==> src/rtl/guess_history_pkg.sv <==
// Shared sizes and peg/guess types for the turn-history store.
// Optional feature macro used by guess_history: HISTORY_WRAP_EN.
package guess_history_pkg;

    localparam int NUM_PEGS  = 4;
    localparam int PEG_W     = 3;
    localparam int MAX_TURNS = 8;
    localparam int TURN_W    = 3;
    localparam int COUNT_W   = TURN_W + 1;

    typedef logic [PEG_W-1:0]              peg_t;
    typedef peg_t [NUM_PEGS-1:0]           guess_t;
    typedef logic [TURN_W-1:0]             turn_t;
    typedef logic [COUNT_W-1:0]            count_t;

    function automatic guess_t pack_guess(input peg_t p0, input peg_t p1,
                                          input peg_t p2, input peg_t p3);
        guess_t g;
        g[0] = p0;
        g[1] = p1;
        g[2] = p2;
        g[3] = p3;
        return g;
    endfunction

endpackage

==> src/rtl/guess_history_btn_edge.sv <==
// Single-bit rising-edge detector: pulses for the cycle a level first reads 1
// after having been 0 on the previous clock.
module btn_edge (
    input  logic clk,
    input  logic rst_n,
    input  logic i_btn,
    output logic o_rise
);

    logic r_prev;

    always_ff @(posedge clk or negedge rst_n) begin
        if (!rst_n) begin
            r_prev <= 1'b0;
        end else begin
            r_prev <= i_btn;
        end
    end

    assign o_rise = i_btn & ~r_prev;

endmodule

==> src/rtl/guess_history.sv <==
// Turn-history store: records up to 8 committed guesses and lets the player
// browse them. Define HISTORY_WRAP_EN to make browsing wrap around.
module guess_history
    import guess_history_pkg::*;
(
    input  logic             clk,
    input  logic             reset,
    input  logic             mode,
    input  logic             btn_up,
    input  logic             btn_down,
    input  logic             btn_select,
    input  logic [PEG_W-1:0] guess0,
    input  logic [PEG_W-1:0] guess1,
    input  logic [PEG_W-1:0] guess2,
    input  logic [PEG_W-1:0] guess3,
    output logic [PEG_W-1:0] selection0,
    output logic [PEG_W-1:0] selection1,
    output logic [PEG_W-1:0] selection2,
    output logic [PEG_W-1:0] selection3,
    output logic [TURN_W-1:0] selected_turn,
    output logic             end_game
);

    logic   w_up_rise;
    logic   w_dn_rise;
    logic   w_sel_rise;

    guess_t r_mem [MAX_TURNS];
    count_t r_count;
    turn_t  r_ptr;
    logic   r_end_game;

    guess_t w_guess;
    guess_t w_sel_guess;
    count_t w_count_m1;
    turn_t  w_last;
    turn_t  w_ptr_nxt;
    logic   w_full;
    logic   w_empty;
    logic   w_commit;
    logic   w_nav;
    logic   w_at_top;

    btn_edge u_edge_up (
        .clk    (clk),
        .rst_n  (reset),
        .i_btn  (btn_up),
        .o_rise (w_up_rise)
    );

    btn_edge u_edge_down (
        .clk    (clk),
        .rst_n  (reset),
        .i_btn  (btn_down),
        .o_rise (w_dn_rise)
    );

    btn_edge u_edge_select (
        .clk    (clk),
        .rst_n  (reset),
        .i_btn  (btn_select),
        .o_rise (w_sel_rise)
    );

    assign w_guess    = pack_guess(guess0, guess1, guess2, guess3);
    assign w_full     = (r_count == count_t'(MAX_TURNS));
    assign w_empty    = (r_count == '0);
    assign w_count_m1 = r_count - count_t'(1);
    assign w_last     = w_count_m1[TURN_W-1:0];
    assign w_at_top   = ({1'b0, r_ptr} == w_count_m1);

    // Opposing edges in one cycle cancel; an empty history ignores browsing.
    assign w_commit = ~mode & w_sel_rise & ~w_full;
    assign w_nav    = mode & ~w_empty & (w_up_rise ^ w_dn_rise);

    always_comb begin
        w_ptr_nxt = r_ptr;
        if (w_commit) begin
            w_ptr_nxt = r_count[TURN_W-1:0];
        end else if (w_nav) begin
            if (w_up_rise) begin
                if (!w_at_top) begin
                    w_ptr_nxt = r_ptr + turn_t'(1);
                end else begin
`ifdef HISTORY_WRAP_EN
                    w_ptr_nxt = '0;
`else
                    w_ptr_nxt = r_ptr;
`endif
                end
            end else begin
                if (r_ptr != '0) begin
                    w_ptr_nxt = r_ptr - turn_t'(1);
                end else begin
`ifdef HISTORY_WRAP_EN
                    w_ptr_nxt = w_last;
`else
                    w_ptr_nxt = r_ptr;
`endif
                end
            end
        end
    end

    always_ff @(posedge clk or negedge reset) begin
        if (!reset) begin
            r_count    <= '0;
            r_ptr      <= '0;
            r_end_game <= 1'b0;
        end else begin
            r_ptr <= w_ptr_nxt;
            if (w_commit) begin
                r_count <= r_count + count_t'(1);
                if (r_count == count_t'(MAX_TURNS - 1)) begin
                    r_end_game <= 1'b1;
                end
            end
        end
    end

    always_ff @(posedge clk or negedge reset) begin
        if (!reset) begin
            for (int i = 0; i < MAX_TURNS; i++) begin
                r_mem[i] <= '0;
            end
        end else if (w_commit) begin
            r_mem[r_count[TURN_W-1:0]] <= w_guess;
        end
    end

    assign w_sel_guess   = w_empty ? '0 : r_mem[r_ptr];
    assign selection0    = w_sel_guess[0];
    assign selection1    = w_sel_guess[1];
    assign selection2    = w_sel_guess[2];
    assign selection3    = w_sel_guess[3];
    assign selected_turn = r_ptr;
    assign end_game      = r_end_game;

endmodule

==> config.mk <==
export PLATFORM = sky130hd
export DESIGN_NAME = guess_history
export DESIGN_NICKNAME = d
export VERILOG_FILES = /design/src/rtl/guess_history_pkg.sv /design/src/rtl/guess_history_btn_edge.sv /design/src/rtl/guess_history.sv
export SDC_FILE = /design/constraint.sdc
export NUM_CORES = 1
export LEC_CHECK = 0
export BUFFER_PORTS_ARGS = -buffer_cell sky130_fd_sc_hd__buf_2
export CELL_PAD_IN_SITES_DETAIL_PLACEMENT = 0
export CELL_PAD_IN_SITES_GLOBAL_PLACEMENT = 1
export CORE_MARGIN = 1
export CORE_UTILIZATION = 46
export CTS_CLUSTER_DIAMETER = 60
export CTS_CLUSTER_SIZE = 20
export DETAILED_ROUTE_END_ITERATION = 8
export HOLD_SLACK_MARGIN = 0.1
export PLACE_DENSITY_LB_ADDON = 0.1
export SYNTH_ARGS = -nofsm -noshare
export SYNTH_HDL_FRONTEND = slang
export SYNTH_SLANG_ARGS = --single-unit
==> constraint.sdc <==
create_clock -name clk -period 2.25 [get_ports clk]
set_clock_uncertainty 0.2 [all_clocks]
set_input_delay 0.3375 -clock clk [delete_from_list [all_inputs] [get_ports clk]]
set_output_delay 0.3375 -clock clk [all_outputs]
set_load 0.05 [all_outputs]
==> results.txt, run 1 <==
Counting every sink on the clock net gives 107. The standard cell area after detailed placement came out at 5750 sq um. The height of the die came out at 106 um. Ranked by total cell area, the synthesized netlist is headed by sky130_fd_sc_hd__dfrtp_1 (53%), sky130_fd_sc_hd__mux2_2 (22%), sky130_fd_sc_hd__mux4_2 (11%). The path class of the tightest hold or removal check is in -> reg.

Counting instances in the post-synthesis netlist gives the leading cell types as sky130_fd_sc_hd__dfrtp_1 (107), sky130_fd_sc_hd__mux2_2 (96), sky130_fd_sc_hd__nand2_1 (34), sky130_fd_sc_hd__mux4_2 (24), sky130_fd_sc_hd__a21oi_1 (13). The clock latency of the later-clocked register in the worst-skew pair came out at 0.38 ns. The number of search-and-repair iterations in the first detailed-routing pass is 4.

The number of antenna violations at the first check in global routing is 0. The critical path is of the reg -> out type. Summed over all nets, the switching power comes to 3580 uW. The share of synthesized area in the top cell type comes to 0.534.

The number of cells in the finished layout apart from fillers is 565. The post-synthesis register bit count is 107. The share of cell area taken by muxes after synthesis came out at 0.324. The checks that failed: setup timing. The count of flip-flops with a built-in enable after synthesis came out at 0. The number of cell instances on the worst register-to-register path came out at 9.

The shortest period the worst path allows is 2.47 ns. The final setup violation count came out at 15. By area, the combinational part of the netlist is dominated by multiplexers. The register area share after synthesis is 0.534.

The area taken by multi-input logic gates is 2460 sq um. The maximum clock frequency came out at 405 MHz. The number of antenna cells inserted came out at 0. The tool flagged a number of max-cap violations equal to 0.

Setup repair after global routing could not meet its margin everywhere. The accumulated negative setup slack came out at -2.40 ns. The internal power is 5790 uW. The initial DRC count came out at 124. The sequential cells in the finished layout cover a total of 2680 sq um. The final-layout fill cell count is 823. For this run, the slowest stage of the critical path takes 0.50 ns. The total DRC errors in the routed layout came out at 0.

Of the total power, registers draw 0.346. The transition time at the pin with the least slew margin is 0.450 ns. The share of layout cells above drive strength 1 is 0.620. For this run, the number of Yosys warnings is 0. The worst setup timing slack at the placement stage came out at 0.0604 ns. The leakage power is 0.00285 uW. The first-pass GRT wire length is 18400 um. sky130_fd_sc_hd__dfrtp_1 is the most common cell in the netlist. The power per standard cell area is 1460 nW/um^2.

The number of different library cells in the post-synthesis netlist came out at 42. The placeable core region is 10500 sq um. The overall die width is 106 um. The number of nets in the synthesized netlist is 368. The weighted congestion at the end of routability-driven global placement came out at 0.739. The wire length per cell is 20.1 um. The number of gates on the worst path with buffers counted came out at 6. Of the total synthesized cell area, the portion taken by XOR and XNOR cells is 0.0137. The number of global-route vias before repair is 3278. Of the total power, combinational logic draws 0.529. The source of the worst register-to-register timing path is selected_turn[0]$_DFFE_PN0P_. The startpoint type of the worst setup path is a flop. The global-route usage over all layers came out at 0.223.

Broken down by cell family, the worst path's largest delay share belongs to multiplexers. The number of buffer and inverter stages on the critical path came out at 3. After detailed routing, the total wire length is 11400 um. The peak fanout along the critical path is 6. The type of destination of the critical path is a primary output.

The maximum count of clock buffers along a single path is 2. The share of flip-flops with an asynchronous set or reset is 1.00. The data required time of the critical path is 1.71 ns. The total die area is 11300 sq um.

Traced cell by cell, the critical path runs through buf_6 -> buf_16 -> mux4_2 -> nand2_2 -> a21oi_4 -> buf_6. The adder-cell area share of the yosys netlist came out at 0.0115. In this run the clock root is driven by a sky130_fd_sc_hd__clkbuf_8. The switching share of total power is 0.382. The sum of overflow across all layers after global routing came out at 0. The via total after detailed routing came out at 3173. For flop-to-flop paths, the worst setup slack is -0.19 ns.

The total of buffers placed on input and output ports came out at 33. The simple-gate share of the synthesized area is 0.0522. The flow ran to the end, but the final reports show violations. Among all stages on the critical path, the largest delay is contributed by sky130_fd_sc_hd__mux4_2. The number of failing hold endpoints at the final stage is 0. In this run the critical register-to-register path is captured at selected_turn[2]$_DFFE_PN0P_.

The clock share of power is 0.125. The synthesized instance count came out at 346. The half-perimeter wire length after placement is 7140 um. Once detail routing completed, the nets flagged for antenna violations numbered 0. In this run the worst setup path begins at selected_turn[0]$_DFFE_PN0P_.

The flip-flop cell with the highest count after synthesis is sky130_fd_sc_hd__dfrtp_1. The initial utilization of the core area, before any placement, comes to 0.479. The maximum VDD drop is 0.747 mV. For the worst setup path, the data arrival time is 1.93 ns. The average cell area after synthesis is 14.5 sq um. Using the TritonRoute via totals, the vias-per-cell ratio works out to 5.62. The pin count of the biggest net entering global routing came out at 48. After routing the design area is 6410 sq um. The count of boundary I/O pins is 34. The total number of H-tree levels came out at 3.

TritonCTS built the clock tree. Headroom to the max-slew limit came out at 0.700. The total design power came out at 9370 uW. The final worst-path setup slack came out at -0.219 ns. The final number of max-transition violations is 0. The dominant cell type by count on the critical path is sky130_fd_sc_hd__buf_6. Of the available clock period, the critical path in the final layout requires 1.10. The clock input transition at the sequential cells of the worst setup and hold paths is 0.10 ns. The cell type with the highest aggregate area in the netlist is sky130_fd_sc_hd__dfrtp_1. In this run, CTS created clock tree buffers numbering 9. The capture point of the critical path is selection2[0].

The synthesized cell area is 5010 sq um. Row generation in the floorplan step produced 37 rows. The fraction of the mapped netlist area in compound gates is 0.0392. Compared with the post-synthesis result, the final layout area differs by 28.0%.

The number of nets at the end of the flow came out at 446. The number of placed instances, taps included came out at 521.
[power by group through the flow]
| stage | Sequential (uW) | Clock [uW] | Combinational, uW |
|---|---|---|---|
| detailed placement | 3280 | 0 | 4260 |
| CTS | 3230 | 1220 | 5020 |
| global placement | 3240 | 0 | 4210 |
| global route | 3350 | 1290 | 5270 |
| finish | 3240 | 1170 | 4950 |
| floorplan | 3200 | 0 | 3300 |
[timing repair]
item / 4_1_cts / 5_1_grt
resized for setup: 56 / 8
hold endpoints to repair: 193 / 0
cloned: 2 / 1
pin swaps: 25 / 7
setup buffers: 8 / 6
endpoints found under the setup margin: 12 / 15
hold buffers: 15 / 0
[through the flow]
stage          utilization  hold WS [ns]
6_report             0.613         0.122
5_1_grt              0.613         0.107
4_1_cts              0.610         0.104
3_5_place_dp         0.550         0.107
3_3_place_gp         0.550         0.105
2_1_floorplan            -        -0.158
[per-layer routing]
layer  vias to the layer above  GRT usage  share of wire
met5                         -          0              0
met1                      1717      0.313           0.46
met4                         0     0.0575         0.0069
met3                         9     0.0552          0.027
li1                       1410          -              -
met2                        37      0.349           0.50
[final cells by class]
class | instances | share of cell area
Timing Repair Buffer | 89 | 0.139
Clock buffer | 9 | 0.0193
Multi-Input combinational cell | 213 | 0.384
Sequential cell | 107 | 0.418
Tap cell | 136 | 0.0265
Clock inverter | 7 | 0.0105
Inverter | 4 | 0.00273
[flip-flops by register name (all words and copies together) (netlist names)]
| signal | flops |
|---|---|
| selected_turn | 3 |
| u_edge_select.r_prev | 1 |
| r_mem | 96 |
| end_game | 1 |
| u_edge_up.r_prev | 1 |
| u_edge_down.r_prev | 1 |
| r_count | 4 |
[logic make-up (layout without fill, tap and decap cells)]
logic type      after synthesis  in the layout
mux                         120            120
flops                       107            107
simple gates                 53             53
compound gates               29             29
buf+inv                      26            109
xor+xnor                      7              7
fa+ha+maj                     4              4
[worst min path at each step]
stage          startpoint                        endpoint  slack (ns)  cells past startpoint
6_report        guess0[0]           r_mem[84]$_DFFE_PN0P_        0.12                      2
5_1_grt         guess0[0]           r_mem[12]$_DFFE_PN0P_        0.11                      2
4_1_cts         guess0[0]           r_mem[60]$_DFFE_PN0P_        0.10                      2
3_5_place_dp        reset  u_edge_select.r_prev$_DFF_PN0_        0.11                      1
3_3_place_gp        reset  u_edge_select.r_prev$_DFF_PN0_        0.11                      1
2_1_floorplan       reset            end_game$_DFFE_PN0P_       -0.16                      0
[layout by cell type (no fill, tap or decap), types with 2 or more instances in the layout]
cell	synthesis	routed
sky130_fd_sc_hd__ha_4	0	2
sky130_fd_sc_hd__a21oi_4	0	12
sky130_fd_sc_hd__nand3_1	2	2
sky130_fd_sc_hd__buf_6	1	17
sky130_fd_sc_hd__dfrtp_1	107	104
sky130_fd_sc_hd__buf_2	11	20
sky130_fd_sc_hd__clkbuf_8	0	9
sky130_fd_sc_hd__nor2_1	2	2
sky130_fd_sc_hd__mux4_2	24	24
sky130_fd_sc_hd__clkinv_2	0	4
sky130_fd_sc_hd__xnor2_1	6	6
sky130_fd_sc_hd__nand2_2	0	24
sky130_fd_sc_hd__o21ai_0	3	2
sky130_fd_sc_hd__nand2b_1	2	2
sky130_fd_sc_hd__mux2_2	96	96
sky130_fd_sc_hd__buf_12	0	10
sky130_fd_sc_hd__nand2_1	34	10
sky130_fd_sc_hd__dfrtp_2	0	3
sky130_fd_sc_hd__buf_4	2	24
sky130_fd_sc_hd__dlygate4sd3_1	0	15
sky130_fd_sc_hd__inv_1	4	2
No activity file was read; power rests on OpenSTA's default activity.
==> run 2, diff against run 1 <==
- TNS_END_PERCENT: not set -> 20
==> results.txt, run 2 (synthesis gave the netlist of run 1 again) <==
The run finished, with violations left. The checks that failed: setup timing. The arrival time at the worst endpoint came out at 1.92 ns. The final setup violation count came out at 12. The depth of the worst hold-timing path is 2. The core occupancy in the finished layout is 0.610. The initial DRC count is 105. The data required time of the critical path is 1.71 ns.

The critical path goes through buf_12 -> buf_12 -> mux4_2 -> nand2_2 -> a21oi_4 -> buf_6. The critical path start-end classification is reg -> out. For this design, the slowest cell found on the critical path is sky130_fd_sc_hd__mux4_2. The routed wire length came out at 11000 um. The leakage power came out at 0.00284 uW.

The setup check on the worst reg-to-reg path leaves a slack of 0.05 ns. The placeable core region is 10500 sq um. The worst hold path terminates at r_mem[44]$_DFFE_PN0P_. The final worst-path setup slack is -0.209 ns. The maximum VDD drop came out at 0.907 mV.

The flip-flop count of the largest register, all copies and words added is 96. The total clock buffers created by CTS is 9. The H-tree was split into 3 levels. The final number of max-transition violations was 0. At the pin with the least slew margin, the transition time is 0.539 ns. The clock passes through at most 2 buffers. The total DRC errors in the routed layout came out at 0.

STA classifies the critical path startpoint as a flop. The die is 106 um wide. The share of layout cells above drive strength 1 is 0.610. Clock tree synthesis selected as its root buffer the cell sky130_fd_sc_hd__clkbuf_8. The clock latency of the later-clocked register in the worst-skew pair is 0.37 ns. The source of the worst register-to-register timing path is r_count[1]$_DFFE_PN0P_.

The number of global-route vias before repair came to 3325. The number of cell instances on the worst register-to-register path is 7. The clock input transition at the sequential cells of the worst setup and hold paths came out at 0.10 ns. The total of buffers placed on input and output ports came out at 33. The die covers 11300 sq um. The endpoint identified for the worst register-to-register timing path is selected_turn[2]$_DFFE_PN0P_. The pin count of the biggest net entering global routing is 48. The power per standard cell area is 1470 nW/um^2. For the finished layout, the period the worst path requires is 2.46 ns.

The clock tree from TritonCTS is built. Counting flops per register, the top entry is r_mem. The via total after detailed routing is 3108. The number of antenna-violating nets in the routed design is 0.

Along the worst path, the maximum fanout reaches 6. The HPWL after detailed placement is 7320 um. Dividing the final minimum period by the clock period gives 1.09.

The weighted congestion at the end of routability-driven global placement is 0.743. The row count came out at 37. The library cells used most frequently in the layout, excluding fill and tap cells, are sky130_fd_sc_hd__dfrtp_1 (104), sky130_fd_sc_hd__mux2_2 (96), sky130_fd_sc_hd__buf_4 (30). The first-pass GRT wire length came out at 18100 um. The wire length per cell is 19.4 um. The max-cap violation count is 0.

The sum of overflow across all layers after global routing came out at 0. The tightest hold margin is 0.113 ns. The initial cell density of the core came out at 0.479. In this design, the critical path's most frequently occurring cell is sky130_fd_sc_hd__buf_12. The total number of clock tree sinks is 107. The number of antenna violations at the first check in global routing is 0.

The count of boundary I/O pins came out at 34. The layout overhead on the synthesized area is 27.4%. The number of search-and-repair iterations in the first detailed-routing pass came out at 5.

The number of failing hold endpoints at the final stage is 0. The min-delay analysis places its worst path in the category in -> reg. The height of the die is 106 um. The total design power is 9370 uW. The global-route usage over all layers came out at 0.217. In the routed layout, each cell is associated on average with a via count of 5.48.

The library cell used most frequently in the layout, excluding fill and tap cells, is sky130_fd_sc_hd__dfrtp_1. The number of nets at the end of the flow is 448. Setup repair after global routing could not meet its margin everywhere. The worst hold path begins at guess2[2]. The number of antenna diodes in the final layout is 0.

The worst setup path is captured at a primary output. Derived from the worst setup path, the maximum achievable clock frequency is 407 MHz. On the worst path, the slowest cell contributes a delay of 0.51 ns.

The normalized max-slew margin is 0.641.
run 2: cell count changes in the layout (fill, tap and decap cells not counted), sizes merged:
cell	change
clkbuf	+2
clkinvlp	+1
inv	+1
dlygate4sd3	-1
clkinv	-5
buf	+4
run 2: layout make-up:
cell class	instances	area (sq um)
Clock buffer	12	145
Clock inverter	4	57.6
Fill cell	850	4080
Inverter	4	15.0
Multi-Input combinational cell	213	2420
Sequential cell	107	2680
Tap cell	136	170
Timing Repair Buffer	91	891
run 2: worst max-delay path: cells and delay by family (launching register included):
| kind | cells | cell delay, ns |
|---|---|---|
| multiplexers | 1 | 0.51 |
| AO/OA/AOI/OAI | 1 | 0.06 |
| flip-flops | 1 | 0.46 |
| AND/OR/NAND/NOR | 1 | 0.11 |
| buffers and inverters | 3 | 0.40 |
run 2: worst max-delay path by stage:
stage / from / end / slack [ns] / depth (start not counted)
3_5_place_dp: r_count[1]$_DFFE_PN0P_ / selected_turn[2]$_DFFE_PN0P_ / 0.08 / 7
2_1_floorplan: r_count[1]$_DFFE_PN0P_ / selected_turn[2]$_DFFE_PN0P_ / -0.03 / 7
3_3_place_gp: r_count[1]$_DFFE_PN0P_ / selected_turn[2]$_DFFE_PN0P_ / 0.10 / 7
5_1_grt: selected_turn[0]$_DFFE_PN0P_ / selection3[1] / -0.28 / 6
4_1_cts: selected_turn[0]$_DFFE_PN0P_ / selection2[2] / -0.23 / 6
6_report: selected_turn[0]$_DFFE_PN0P_ / selection3[1] / -0.21 / 6
run 2: report_power, final:
| group | internal (uW) | switching, uW | leakage, uW | total (uW) |
|---|---|---|---|---|
| logic | 2520 | 2430 | 0.00138 | 4950 |
| clock network | 558 | 655 | 0.0000991 | 1210 |
| registers | 2760 | 450 | 0.00137 | 3210 |
run 2: repair_timing:
action                                  4_1_cts  5_1_grt
endpoints found under the hold margin       103        0
gates cloned                                  2        0
setup buffers                                 3        4
pin swaps                                    22        4
resized for setup                            51        2
hold buffers                                 14        0
endpoints found under the setup margin       12       14
run 2: metal layers:
| metal | vias to the layer above | wire length (um) | track usage |
|---|---|---|---|
| met2 | 51 | 5330 | 0.349 |
| li1 | 1428 | - | - |
| met3 | 13 | 301 | 0.0405 |
| met4 | 0 | 137 | 0.0595 |
| met1 | 1616 | 5220 | 0.304 |
| met5 | - | 0 | 0 |
run 2: through the flow:
step	std cells	cell area (sq um)	setup WS [ns]	setup TNS, ns
2_1_floorplan	346	5180	-0.0334	-0.0334
3_3_place_gp	529	5800	0.104	0
6_report	567	6380	-0.209	-2.25
3_5_place_dp	529	5800	0.0759	0
5_1_grt	567	6380	-0.284	-3.14
4_1_cts	564	6370	-0.234	-2.64
